==> config.mk <==
export PLATFORM = sky130hd
export DESIGN_NAME = sha1_msg_loader_flat
export DESIGN_NICKNAME = d
export VERILOG_FILES = /design/src/rtl/sha1_msg_loader_if.sv /design/src/rtl/sha1_msg_loader.sv /design/src/flat_wrapper.sv
export SDC_FILE = /design/constraint.sdc
export NUM_CORES = 1
export LEC_CHECK = 0
export ABC_AREA = 1
export BUFFER_PORTS_ARGS = -buffer_cell sky130_fd_sc_hd__buf_2
export CORE_AREA = 2 2 187 189
export DETAILED_ROUTE_END_ITERATION = 7
export DIE_AREA = 0 0 189 191
export PLACE_DENSITY = 0.7
export SETUP_SLACK_MARGIN = 0.5
export SYNTH_ARGS = -nofsm -noshare
export SYNTH_HDL_FRONTEND = slang
export SYNTH_SLANG_ARGS = --single-unit
==> constraint.sdc <==
create_clock -name clk -period 5.3 [get_ports clk]
set_input_delay 0.265 -clock clk [delete_from_list [all_inputs] [get_ports clk]]
set_output_delay 0.265 -clock clk [all_outputs]
set_load 0.02 [all_outputs]
==> src/rtl/sha1_msg_loader_if.sv <==
// Byte-stream port of the SHA-1 message loader.
// Handshake: a byte transfers on a rising clk edge where byte_valid and
// byte_ready are both high; the master holds byte_data/byte_last stable
// while byte_valid is high and byte_ready is low; byte_ready never depends
// combinationally on byte_valid.
interface sha1_msg_loader_if;
  logic       byte_valid;
  logic [7:0] byte_data;
  logic       byte_last;
  logic       byte_ready;

  modport master (output byte_valid, output byte_data, output byte_last, input byte_ready);
  modport slave  (input byte_valid, input byte_data, input byte_last, output byte_ready);
endinterface

==> src/rtl/sha1_msg_loader.sv <==
// SHA-1 message loader: packs a byte stream big-endian into 32-bit SRAM
// words, starts the hasher, captures the digest and (optionally) writes it
// back to SRAM. Optional digest write-back: define SHA1_DIGEST_WB_EN.
// state_dbg exposes the FSM state (IDLE=0 LOAD=1 START=2 WAIT=3 WBACK=4 FIN=5).
module sha1_msg_loader #(
  parameter int ADDR_W = 16
) (
  input  logic                 clk,
  input  logic                 reset,
  input  logic                 load_start,
  input  logic [31:0]          message_addr,
  input  logic [31:0]          digest_addr,
  sha1_msg_loader_if.slave     byte_if,
  output logic                 mem_clk,
  output logic [ADDR_W-1:0]    mem_addr,
  output logic [31:0]          mem_wdata,
  output logic                 mem_we,
  output logic                 start_hash,
  output logic [31:0]          message_size,
  input  logic [159:0]         hash,
  input  logic                 hash_done,
  output logic [159:0]         digest,
  output logic                 busy,
  output logic                 done,
  output logic [2:0]           state_dbg
);

  typedef enum logic [2:0] {
    S_IDLE  = 3'd0,
    S_LOAD  = 3'd1,
    S_START = 3'd2,
    S_WAIT  = 3'd3,
    S_WBACK = 3'd4,
    S_FIN   = 3'd5
  } state_t;

  state_t            state;
  logic              byte_ready_q;
  logic [ADDR_W-1:0] msg_base;
  logic [ADDR_W-1:0] word_idx;
  logic [31:0]       byte_cnt;
  logic [31:0]       shift_word;
  logic [1:0]        byte_pos;
  logic [31:0]       packed_word;
  logic              accept;

  assign mem_clk           = clk;
  assign state_dbg         = state;
  assign byte_if.byte_ready = byte_ready_q;
  assign accept            = (state == S_LOAD) && byte_if.byte_valid && byte_ready_q;

`ifdef SHA1_DIGEST_WB_EN
  logic [ADDR_W-1:0] dig_base;
  logic [2:0]        wb_cnt;
  logic [31:0]       wb_word;
  logic              unused_addr_bits;
  assign unused_addr_bits = ^{message_addr[31:ADDR_W], digest_addr[31:ADDR_W]};

  // Digest word for the current write-back slot, most significant first.
  always_comb begin
    wb_word = digest[31:0];
    case (wb_cnt)
      3'd1:    wb_word = digest[127:96];
      3'd2:    wb_word = digest[95:64];
      3'd3:    wb_word = digest[63:32];
      default: wb_word = digest[31:0];
    endcase
  end
`else
  logic unused_addr_bits;
  assign unused_addr_bits = ^{message_addr[31:ADDR_W], digest_addr};
`endif

  // Merge the incoming byte into the partially built word at its big-endian slot.
  always_comb begin
    packed_word = shift_word;
    case (byte_pos)
      2'd0:    packed_word[31:24] = byte_if.byte_data;
      2'd1:    packed_word[23:16] = byte_if.byte_data;
      2'd2:    packed_word[15:8]  = byte_if.byte_data;
      default: packed_word[7:0]   = byte_if.byte_data;
    endcase
  end

  // Job sequencer with registered outputs; strobes default low each cycle.
  always_ff @(posedge clk) begin
    if (reset) begin
      state        <= S_IDLE;
      byte_ready_q <= 1'b0;
      msg_base     <= '0;
      word_idx     <= '0;
      byte_cnt     <= '0;
      shift_word   <= '0;
      byte_pos     <= '0;
      mem_addr     <= '0;
      mem_wdata    <= '0;
      mem_we       <= 1'b0;
      start_hash   <= 1'b0;
      message_size <= '0;
      digest       <= '0;
      busy         <= 1'b0;
      done         <= 1'b0;
`ifdef SHA1_DIGEST_WB_EN
      dig_base     <= '0;
      wb_cnt       <= '0;
`endif
    end else begin
      mem_we     <= 1'b0;
      start_hash <= 1'b0;
      done       <= 1'b0;
      case (state)
        S_IDLE: begin
          if (load_start) begin
            msg_base     <= message_addr[ADDR_W-1:0];
`ifdef SHA1_DIGEST_WB_EN
            dig_base     <= digest_addr[ADDR_W-1:0];
`endif
            byte_cnt     <= '0;
            word_idx     <= '0;
            shift_word   <= '0;
            byte_pos     <= '0;
            byte_ready_q <= 1'b1;
            busy         <= 1'b1;
            state        <= S_LOAD;
          end
        end
        S_LOAD: begin
          if (accept) begin
            byte_cnt <= byte_cnt + 32'd1;
            if (byte_pos == 2'd3 || byte_if.byte_last) begin
              mem_we     <= 1'b1;
              mem_addr   <= msg_base + word_idx;
              mem_wdata  <= packed_word;
              word_idx   <= word_idx + 1'b1;
              shift_word <= '0;
              byte_pos   <= '0;
            end else begin
              shift_word <= packed_word;
              byte_pos   <= byte_pos + 2'd1;
            end
            if (byte_if.byte_last) begin
              byte_ready_q <= 1'b0;
              start_hash   <= 1'b1;
              message_size <= byte_cnt + 32'd1;
              state        <= S_START;
            end
          end
        end
        S_START: begin
          state <= S_WAIT;
        end
        S_WAIT: begin
          if (hash_done) begin
            digest <= hash;
`ifdef SHA1_DIGEST_WB_EN
            mem_we    <= 1'b1;
            mem_addr  <= dig_base;
            mem_wdata <= hash[159:128];
            wb_cnt    <= 3'd1;
            state     <= S_WBACK;
`else
            done      <= 1'b1;
            state     <= S_FIN;
`endif
          end
        end
`ifdef SHA1_DIGEST_WB_EN
        S_WBACK: begin
          if (wb_cnt == 3'd5) begin
            done  <= 1'b1;
            state <= S_FIN;
          end else begin
            mem_we    <= 1'b1;
            mem_addr  <= dig_base + ADDR_W'(wb_cnt);
            mem_wdata <= wb_word;
            wb_cnt    <= wb_cnt + 3'd1;
          end
        end
`endif
        S_FIN: begin
          busy  <= 1'b0;
          state <= S_IDLE;
        end
        default: begin
          state <= S_IDLE;
        end
      endcase
    end
  end

endmodule

==> src/flat_wrapper.sv <==
// flat-port wrapper written by rule: the top's interface ports become plain ports
module sha1_msg_loader_flat 
#(
  parameter int ADDR_W = 16
)
  (clk, reset, load_start, message_addr, digest_addr, mem_clk, mem_addr, mem_wdata, mem_we, start_hash, message_size, hash, hash_done, digest, busy, done, state_dbg, byte_if_byte_valid, byte_if_byte_data, byte_if_byte_last, byte_if_byte_ready);
  sha1_msg_loader_if byte_if_i ();
  input  logic clk;
  input  logic reset;
  input  logic load_start;
  input  logic [31:0] message_addr;
  input  logic [31:0] digest_addr;
  output logic mem_clk;
  output logic [ADDR_W-1:0] mem_addr;
  output logic [31:0] mem_wdata;
  output logic mem_we;
  output logic start_hash;
  output logic [31:0] message_size;
  input  logic [159:0] hash;
  input  logic hash_done;
  output logic [159:0] digest;
  output logic busy;
  output logic done;
  output logic [2:0] state_dbg;
  input wire logic [$bits(byte_if_i.byte_valid)-1:0] byte_if_byte_valid;
  input wire logic [$bits(byte_if_i.byte_data)-1:0] byte_if_byte_data;
  input wire logic [$bits(byte_if_i.byte_last)-1:0] byte_if_byte_last;
  output wire logic [$bits(byte_if_i.byte_ready)-1:0] byte_if_byte_ready;
  assign byte_if_i.byte_valid = byte_if_byte_valid;
  assign byte_if_i.byte_data = byte_if_byte_data;
  assign byte_if_i.byte_last = byte_if_byte_last;
  assign byte_if_byte_ready = byte_if_i.byte_ready;
  sha1_msg_loader #(.ADDR_W(ADDR_W)) u_core (.clk(clk), .reset(reset), .load_start(load_start), .message_addr(message_addr), .digest_addr(digest_addr), .byte_if(byte_if_i), .mem_clk(mem_clk), .mem_addr(mem_addr), .mem_wdata(mem_wdata), .mem_we(mem_we), .start_hash(start_hash), .message_size(message_size), .hash(hash), .hash_done(hash_done), .digest(digest), .busy(busy), .done(done), .state_dbg(state_dbg));
endmodule
==> run metrics <==
outcome finished, final reports clean; MaxCap Viol Count 0; setup TNS 0 ns; largest net degree at the start of global routing 163; GRT overflow 0; sequential element share of the synthesized area 47.3%; drt first pass iters 6; post-synthesis instance total 1986; maximum VDD drop 276 uV; skew final 0.00882 ns; Crit path depth 5; final core utilization 59.0%; final layout net count 2787; RSZ-0062 raised after global routing false; routability cong. 0.887; Worst Path Required 5.83 ns; PD cells 323 mW/mm2; Fin. Hold Viols 0; drc violations 0; critical-path maximum fanout 52; R2R Path End u_core.byte_pos[1]$_SDFFE_PP0P_; Crit-path slowest cell nand2_2; FP Rows 68; drt first-iter violations 1179; initial antenna violation count 17; first-pass GRT wire length 81000 um; Synth area leader dfxtp_1; Mean Syn Cell Area 7.37 um2; Routed wire per std cell 17.4 um; WL final 52600 um; worst hold-check path type input pin to flip-flop; Setup violations, final 0; IO Count 487; cell chain of the critical path nor3_4 -> nand2_2 -> nand2_2 -> inv_2 -> a211oi_1; WP buf/inv 1; Arr. time, crit path 3.87 ns; die area 0.0361 mm2; top cell type's share of synthesized area 47.3%; most frequent CP cell nand2_2; Post-Syn Area 0.0146 mm2; leakage power 0.00873 uW; Via Count 15700; FF-to-FF path depth 5; Highest Clock Rate 300 MHz; worst skew pair latency 0.64 ns; Distinct cells, synth 38; worst hold path startpoint message_addr[1]; type of the worst setup path flip-flop to flip-flop; Synth Net Count 2246; die height 191 um; Tcrit/Tclk final 62.9%; Slew @ Worst Pin 1.09 ns; Critical Path End Type flip-flop; Max Slew Vio Count 0; Min-Delay Path Depth 3; hold endpoint u_core.msg_base[1]$_SDFFE_PP0P_; TritonCTS clock tree done; Clk pin slew, worst setup/hold paths 0.06 ns; Avg Vias per Cell 5.18; port bufs 438; source of the critical timing path u_core.state_dbg[2]$_SDFFE_PP0P_; RR Startpoint u_core.state_dbg[2]$_SDFFE_PP0P_; Die Width 189 um; area grow syn2layout 37.4%; FF+latch count, synth 346; final HPWL from detailed placement 33800 um; Reg2Reg Setup Slack 1.97 ns; layout cells sized above 1 21.2%; dominant cells by area after synthesis dfxtp_1 47%, nand2_1 13%, a21oi_1 8.6%; vias in the first global route 15300; # Post-CTS Setup Buffers 0; Syn. warnings 0; Max stage delay on crit path 0.85 ns; Initial Utilization 42.9%; Slew HR 27.3%; antenna viol nets, final 0; Setup crit start kind flip-flop; CTS resizes 0; GR Util All Layers 28.0%; core area 0.0341 mm2; Crit path max-delay family simple AND/OR/NAND/NOR gates; final critical-path required period 3.33 ns
-- metal layers --
layer	global-route usage [%]	up-vias	part of all wire (%)	routed length [um]
met3	9.22	160	9.0	4710
met4	13.3	2	4.4	2340
met2	45.3	647	46	24300
met5	0	-	0.013	7
li1	-	7658	-	-
met1	33.6	7233	40	21200
-- worst min-delay path, cell delays in order --
cell	delay (ns)
buf_2	0.10
nand3_1	0.14
a21oi_1	0.08
-- registers in the layout (all words and copies together), names as in the netlist --
| name | cells |
|---|---|
| u_core.busy | 1 |
| u_core.byte_cnt | 32 |
| u_core.byte_if.byte_ready | 1 |
| u_core.byte_pos | 2 |
| u_core.digest | 160 |
| u_core.done | 1 |
| u_core.mem_addr | 16 |
| u_core.mem_wdata | 32 |
| u_core.mem_we | 1 |
| u_core.message_size | 32 |
| u_core.msg_base | 16 |
| u_core.shift_word | 32 |
| u_core.start_hash | 1 |
| u_core.state_dbg | 3 |
| u_core.word_idx | 16 |
-- cells in the mapped netlist --
cell,count
o211ai_1,2
xnor2_1,9
a211oi_1,46
o21ai_1,2
a31oi_1,14
o21bai_1,2
nor2_2,3
clkinv_1,1
nor3_1,5
nand4_1,10
dfxtp_1,346
nand2_2,6
o22ai_1,1
nand2_4,2
nor2_1,178
buf_2,30
nor2_4,4
o21a_1,1
a21oi_1,251
xor2_1,9
nor2_8,1
inv_1,104
nand2_1,514
o21ai_0,63
nand3_1,233
buf_6,6
inv_4,1
buf_1,8
fa_1,1
ha_1,21
inv_2,5
buf_4,7
clkbuf_1,76
nor3_4,1
nand3_2,1
a211oi_2,6
nand3b_1,13
or2_2,3
-- metrics by stage --
stage	std cells	instance area, um2	setup WS, ns	power, uW	hold slack (ns)
global route	3026	20100	1.62	6760	0.0184
global placement	2759	16900	2.15	3590	0.399
finish	3029	20100	1.97	6510	0.00157
CTS	3010	20100	1.98	6540	0.00297
floorplan	1986	14600	2.25	3360	0.378
detailed placement	2759	16900	2.02	3610	0.399
-- report_power, final --
group	internal, uW	switching [uW]	total, uW	leakage [uW]
sequential	2710	63.0	2770	0.00280
clock	1720	1110	2840	0.000669
combinational	319	581	901	0.00526
-- layout make-up --
cell class | count | area [um2]
repair buffers | 624 | 4070
diodes | 19 | 47.5
flip-flops and latches | 346 | 6930
multi-input cells | 1402 | 6730
well taps | 455 | 569
clock inverters | 11 | 114
fillers | 3085 | 14000
inverters | 111 | 419
clock buffers | 61 | 1250
-- cell usage in the layout (no fill, tap or decap), drive strengths merged --
| cell | synthesis | routed |
|---|---|---|
| nand3 | 234 | 234 |
| bufinv | 0 | 2 |
| xnor2 | 9 | 9 |
| ha | 21 | 21 |
| o21a | 1 | 1 |
| a21oi | 251 | 251 |
| buf | 51 | 444 |
| o21bai | 2 | 2 |
| o22ai | 1 | 1 |
| o21ai | 65 | 65 |
| clkinv | 1 | 8 |
| dfxtp | 346 | 346 |
| a31oi | 14 | 14 |
| diode | 0 | 19 |
| nor2 | 186 | 186 |
| o211ai | 2 | 2 |
| nand2 | 522 | 522 |
| nor3 | 6 | 6 |
| xor2 | 9 | 9 |
| clkbuf | 76 | 61 |
| nand3b | 13 | 13 |
| fa | 1 | 1 |
| a211oi | 52 | 52 |
| dlygate4sd3 | 0 | 180 |
| clkinvlp | 0 | 2 |
| nand4 | 10 | 10 |
| or2 | 3 | 3 |
| inv | 110 | 110 |
-- worst max-delay path by stage --
stage | to | slack, ns
global route | u_core.byte_pos[1]$_SDFFE_PP0P_ | 1.62
CTS | mem_clk | 1.98
detailed placement | u_core.byte_pos[1]$_SDFFE_PP0P_ | 2.02
global placement | u_core.byte_pos[1]$_SDFFE_PP0P_ | 2.15
finish | u_core.byte_pos[1]$_SDFFE_PP0P_ | 1.97
floorplan | mem_clk | 2.25
-- logic make-up after synthesis --
| logic type | after synthesis | share of synthesized area (%) |
|---|---|---|
| buffers and inverters | 238 | 6.86 |
| flip-flops | 346 | 47.3 |
| XOR/XNOR | 18 | 1.08 |
| adder cells (fa/ha/maj) | 22 | 1.93 |
| AO/OA/AOI/OAI | 388 | 14.6 |
| AND/OR/NAND/NOR | 974 | 28.3 |
-- repair_timing --
| item | in CTS | in global routing |
|---|---|---|
| endpoints found under the hold margin | 180 | 0 |
| hold buffers | 180 | 0 |
| endpoints found under the setup margin | 0 | 0 |
Note: power is estimated with default switching activity, not from simulation.
